File: src/rtl/papsel_dispense_ctrl.sv
// Paper-feeder / change-hopper sequencer: queues vend orders and serves each one
// (one sheet, then greedy 2/1-unit coins). Build option: PAPSEL_ORDER_CNT_EN adds ord_cnt/flt_cnt.
module papsel_dispense_ctrl #(
    parameter int DEPTH        = 4,
    parameter int FEED_TIMEOUT = 255,
    parameter int TO_W         = 8
) (
    input  logic       clk,
    input  logic       rstn,
    input  logic       ord_vld,
    input  logic [2:0] ord_chg,
    output logic       ord_rdy,
    output logic       ord_ovf,
    output logic       feed_req,
    input  logic       feed_ack,
    output logic       coin_req,
    output logic [1:0] coin_val,
    input  logic       coin_ack,
    output logic       busy,
    output logic       done,
    output logic       fault,
    input  logic       fault_clr
`ifdef PAPSEL_ORDER_CNT_EN
    ,
    output logic [15:0] ord_cnt,
    output logic [7:0]  flt_cnt
`endif
);

    localparam int AW = $clog2(DEPTH);
    localparam int CW = $clog2(DEPTH + 1);

    typedef enum logic [2:0] {
        IDLE  = 3'd0,
        FEED  = 3'd1,
        PAY   = 3'd2,
        GAP   = 3'd3,
        DONE  = 3'd4,
        FAULT = 3'd5
    } state_t;

    state_t          state_q, state_d;
    logic [2:0]      rem_q, rem_d;
    logic [TO_W-1:0] to_cnt_q, to_cnt_d;
    logic [AW-1:0]   wr_ptr_q, wr_ptr_d, rd_ptr_q, rd_ptr_d;
    logic [CW-1:0]   count_q, count_d;
    logic            ovf_q, ovf_d;
    logic [2:0]      fifo_mem_q [DEPTH];

    logic            full, empty, push, pop, to_hit;
    logic [1:0]      coin_val_w;

    assign full   = (count_q == CW'(DEPTH));
    assign empty  = (count_q == '0);
    assign push   = ord_vld && !full;
    assign to_hit = (to_cnt_q == TO_W'(FEED_TIMEOUT - 1));

    // Coin value depends only on rem_q, which changes only when leaving PAY,
    // so it stays stable for the whole request.
    assign coin_val_w = (state_q == PAY) ? ((rem_q >= 3'd2) ? 2'd2 : 2'd1) : 2'd0;

    assign ord_rdy  = !full;
    assign ord_ovf  = ovf_q;
    assign feed_req = (state_q == FEED);
    assign coin_req = (state_q == PAY);
    assign coin_val = coin_val_w;
    assign busy     = (state_q != IDLE) || !empty;
    assign done     = (state_q == DONE);
    assign fault    = (state_q == FAULT);

    always_comb begin
        state_d  = state_q;
        rem_d    = rem_q;
        to_cnt_d = to_cnt_q;
        pop      = 1'b0;
        case (state_q)
            IDLE: begin
                if (!empty) begin
                    pop      = 1'b1;
                    rem_d    = fifo_mem_q[rd_ptr_q];
                    to_cnt_d = '0;
                    state_d  = FEED;
                end
            end
            FEED: begin
                to_cnt_d = to_cnt_q + TO_W'(1);
                // An ack landing on the timeout cycle still completes the feed.
                if (feed_ack) begin
                    state_d = (rem_q != 3'd0) ? PAY : DONE;
                end else if (to_hit) begin
                    state_d = FAULT;
                    rem_d   = '0;
                end
            end
            PAY: begin
                if (coin_ack) begin
                    rem_d   = rem_q - {1'b0, coin_val_w};
                    state_d = GAP;
                end
            end
            GAP:     state_d = (rem_q != 3'd0) ? PAY : DONE;
            DONE:    state_d = IDLE;
            FAULT:   if (fault_clr) state_d = IDLE;
            default: state_d = IDLE;
        endcase
    end

    always_comb begin
        wr_ptr_d = push ? wr_ptr_q + AW'(1) : wr_ptr_q;
        rd_ptr_d = pop  ? rd_ptr_q + AW'(1) : rd_ptr_q;
        ovf_d    = ord_vld && full;
        count_d  = count_q;
        case ({push, pop})
            2'b10:   count_d = count_q + CW'(1);
            2'b01:   count_d = count_q - CW'(1);
            default: count_d = count_q;
        endcase
    end

    always_ff @(posedge clk or negedge rstn) begin
        if (!rstn) begin
            state_q  <= IDLE;
            rem_q    <= '0;
            to_cnt_q <= '0;
            wr_ptr_q <= '0;
            rd_ptr_q <= '0;
            count_q  <= '0;
            ovf_q    <= 1'b0;
        end else begin
            state_q  <= state_d;
            rem_q    <= rem_d;
            to_cnt_q <= to_cnt_d;
            wr_ptr_q <= wr_ptr_d;
            rd_ptr_q <= rd_ptr_d;
            count_q  <= count_d;
            ovf_q    <= ovf_d;
        end
    end

    // Storage needs no reset: occupancy alone decides what is valid.
    always_ff @(posedge clk) begin
        if (push) begin
            fifo_mem_q[wr_ptr_q] <= ord_chg;
        end
    end

`ifdef PAPSEL_ORDER_CNT_EN
    logic [15:0] ord_cnt_q, ord_cnt_d;
    logic [7:0]  flt_cnt_q, flt_cnt_d;

    always_comb begin
        ord_cnt_d = (state_q == DONE) ? ord_cnt_q + 16'd1 : ord_cnt_q;
        flt_cnt_d = flt_cnt_q;
        if (state_q != FAULT && state_d == FAULT && flt_cnt_q != 8'hFF) begin
            flt_cnt_d = flt_cnt_q + 8'd1;
        end
    end

    always_ff @(posedge clk or negedge rstn) begin
        if (!rstn) begin
            ord_cnt_q <= '0;
            flt_cnt_q <= '0;
        end else begin
            ord_cnt_q <= ord_cnt_d;
            flt_cnt_q <= flt_cnt_d;
        end
    end

    assign ord_cnt = ord_cnt_q;
    assign flt_cnt = flt_cnt_q;
`endif

endmodule
File: config.mk
export PLATFORM = sky130hd
export DESIGN_NAME = papsel_dispense_ctrl
export DESIGN_NICKNAME = d
export VERILOG_FILES = /design/src/rtl/papsel_dispense_ctrl.sv
export SDC_FILE = /design/constraint.sdc
export NUM_CORES = 1
export LEC_CHECK = 0
export BUFFER_PORTS_ARGS = -buffer_cell sky130_fd_sc_hd__buf_2
export CORE_MARGIN = 2
export CORE_UTILIZATION = 61
export DETAILED_ROUTE_END_ITERATION = 10
export HOLD_SLACK_MARGIN = 0.15
export PLACE_DENSITY_LB_ADDON = 0.12
export SETUP_SLACK_MARGIN = 0.3
export SLEW_MARGIN = 10
export SYNTH_ARGS = -nofsm -noshare
export SYNTH_HDL_FRONTEND = slang
export SYNTH_SLANG_ARGS = --single-unit
File: constraint.sdc
create_clock -name clk -period 3.3 [get_ports clk]
set_input_delay 0 -clock clk [delete_from_list [all_inputs] [get_ports clk]]
set_output_delay 0 -clock clk [all_outputs]
set_load 0.005 [all_outputs]
==> results.cfg <==
[placement]
place.gp.congestion = 0.864
place_inst = 186
numPortBuffers = 17
dpl.hpwl_mm = 2.15

[timing]
fmax_ghz = 0.411
relSlewSlack_pct = 63.1
hold_ws_ns = 0.136
finalCritPeriodShare_pct = 73.8
rsz0062_at_grt = no
tightest_slew_ns = 0.549
finalHoldViolations = 0
period_needed_ns = 2.43
drv_slew = 0
setup_viol = 0
setup_tns_ns = 0
finClkSkew_ns = 0.00642

[cells_and_area]
fin_cells = 202
n_antenna_cell = 0
nets = 189
area_delta_synth_final_pct = 12.2
multi_input_area_um2 = 763
drive_gt1_share_pct = 22.2
fillers = 194
seqCellArea_um2 = 911

[logic_synthesis]
avgSynthCellArea_um2 = 12.4
synth.net_count = 162
synth_seq_area_share_pct = 51.4
netlist_instances = 143
ys_warn_count = 0
yosys.cell_types.count = 41
synth-seq-cells = 34
netlist_area_um2 = 1770

[power]
peakVddDrop_v = 0.000643
p_leak_nw = 0.880
pwr_density_cell_nw_per_um2 = 843
p_total_mw = 1.67

[route]
drc = 0
viasPerCell = 5.67
vias = 1146
drt_wl_total_mm = 2.96
drt_iter0_drc = 39
drtAntennaViolNets = 0
dr.pass1.iters = 4
wl_per_cell_um = 14.6

[worst_setup_path]
worstPathArrival_ns = 2.70
cp-end-kind = flop
required_ns = 3.56
crit_fanout = 11
crit_type = reg2reg
startpoint_type = flop

[global_route]
antenna_found_initial = 0
first_global_vias = 1205
grt_pass1_wl_mm = 5.16
gr-total-overflow = 0
grt_usage_pct = 21.1
grt_start_max_net_pins = 23

[worst_hold_path]
hold_path.class = in2async

[cts]
clockBufferDepth = 2
cts_inserted_buffers = 5
clock-sinks = 34
cts_tree = yes
cts_root_buf = clkbuf_4
cts_max_level = 2
post_cts_buffers = 0
clk_pin_slew_ns = 0.10
clock_latency_ns = 0.33

[die]
die-area_um2 = 3350
fp.coreArea_um2 = 2760
ios = 18
die_y_um = 57.9
start_util_pct = 64.2
rows = 19
die_w_um = 57.9

[status]
status = finished clean

[job]
drv_cap = 0
==> what timing repair did <==
action	4_1_cts	5_1_grt
hold buffers	8	0
resized for setup	0	0
hold endpoints to repair	44	0
==> where the power goes <==
part           total [mW]  internal, mW  switching (mW)  leakage (nW)
registers           0.728         0.574           0.155         0.389
clock network       0.217        0.0800           0.137        0.0297
logic               0.728         0.373           0.355         0.461
==> stage by stage <==
stage,setup slack [ns],utilization (%),area [um2]
6_report,0.866,72.0,1990
5_1_grt,0.627,72.0,1990
4_1_cts,0.848,72.0,1990
3_5_place_dp,0.831,67.3,1860
3_3_place_gp,0.921,67.3,1860
2_1_floorplan,0.966,-,1770
==> final cells by class <==
| type | instances | share of cell area (%) |
|---|---|---|
| sequential | 34 | 45.9 |
| multi-input combinational | 91 | 38.4 |
| timing repair buffer | 26 | 8.70 |
| inverter | 12 | 2.52 |
| clock buffer | 6 | 2.08 |
| tap | 31 | 1.95 |
| clock inverter | 2 | 0.441 |
==> synth_stat cells <==
master	number	area share [%]
a211oi_1	1	0.42
a211oi_2	1	0.71
a21oi_1	3	0.85
a22o_1	2	0.99
a311oi_1	1	0.49
a41oi_1	1	0.49
and3_1	5	1.8
buf_2	1	0.28
buf_4	2	0.85
buf_6	2	1.3
clkbuf_1	1	0.21
clkinv_4	1	0.49
dfrtp_1	22	31
edfxtp_1	12	20
fa_1	2	2.3
ha_1	8	5.7
inv_1	11	2.3
mux2_2	4	2.5
mux2i_1	1	0.57
mux4_2	3	3.8
nand2_1	8	1.7
nand3_1	2	0.57
nand4_1	3	1.1
nand4bb_1	1	0.64
nor2_1	10	2.1
nor2_2	2	0.71
nor2b_1	1	0.35
nor3_1	6	1.7
nor3b_1	1	0.42
nor4_4	1	1.2
nor4b_1	1	0.49
nor4b_4	1	1.3
nor4bb_1	1	0.57
o211ai_2	1	0.71
o21ai_0	3	0.85
o22ai_1	1	0.35
o2bb2ai_1	1	0.49
or3_1	1	0.35
or3b_1	1	0.49
xnor2_1	7	3.5
xor2_1	6	3.0
==> sequential cells by signal, indices dropped and copies added, names as in the netlist <==
register and cells:
rem_q 3, state_q 3, count_q 3, wr_ptr_q 2, to_cnt_q 8, fifo_mem_q 12, rd_ptr_q 2, ord_ovf 1
==> placed cells by master (no fill, tap or decap), types with 2 or more instances in the layout <==
cell,instances
dfrtp_1,22
buf_2,17
edfxtp_1,12
inv_1,11
nor2_1,10
nand2_1,8
ha_1,8
dlygate4sd3_1,8
xnor2_1,7
nor3_1,6
xor2_1,6
and3_1,5
clkbuf_4,5
mux2_2,4
o21ai_0,3
nand4_1,3
mux4_2,3
a21oi_1,3
nand3_1,2
nor2_2,2
a22o_1,2
fa_1,2
==> critical path, stage by stage (launching register included) <==
cell and delay, ns:
dfrtp_1 0.49, nor3_1 0.43, nor2b_1 0.20, buf_4 0.19, ha_1 0.20, inv_1 0.06
fa_1 0.37, xor2_1 0.15, nor2_1 0.11, xor2_1 0.16
==> metal layers <==
layer  track usage (%)  up-vias  part of all wire [%]
li1                  -      560                     -
met1              25.5      555                    46
met2              34.3       29                    48
met3              7.81        2                   5.0
met4              8.64        0                  0.98
met5                 0        -                     0
==> path summary, 6_finish.rpt <==
kind | start | to | slack, ns | depth (start not counted)
min reg2reg | rem_q[0]$_DFFE_PN0P_ | rem_q[0]$_DFFE_PN0P_ | 0.53 | 1
max | state_q[2]$_DFFE_PN0P_ | count_q[2]$_DFFE_PN0P_ | 0.87 | 9
max reg2reg | state_q[2]$_DFFE_PN0P_ | count_q[2]$_DFFE_PN0P_ | 0.87 | 9
min | rstn | to_cnt_q[1]$_DFFE_PN0P_ | 0.14 | 2
max in group asynchronous | rstn | state_q[1]$_DFFE_PN0P_ | 2.84 | 2
min in group clk | fault_clr | state_q[2]$_DFFE_PN0P_ | 0.25 | 4
==> logic make-up (layout without fill, tap and decap cells) <==
family          Yosys count  count (layout)  share of synthesized area, %
compound gates           15              15                          6.36
mux                       8               8                          6.93
fa+ha+maj                10              10                          7.92
simple gates             45              45                          15.5
xor+xnor                 13              13                          6.43
buf+inv                  18              46                          5.44
flops                    34              34                          51.4
Note: power is estimated with default switching activity, not from simulation.
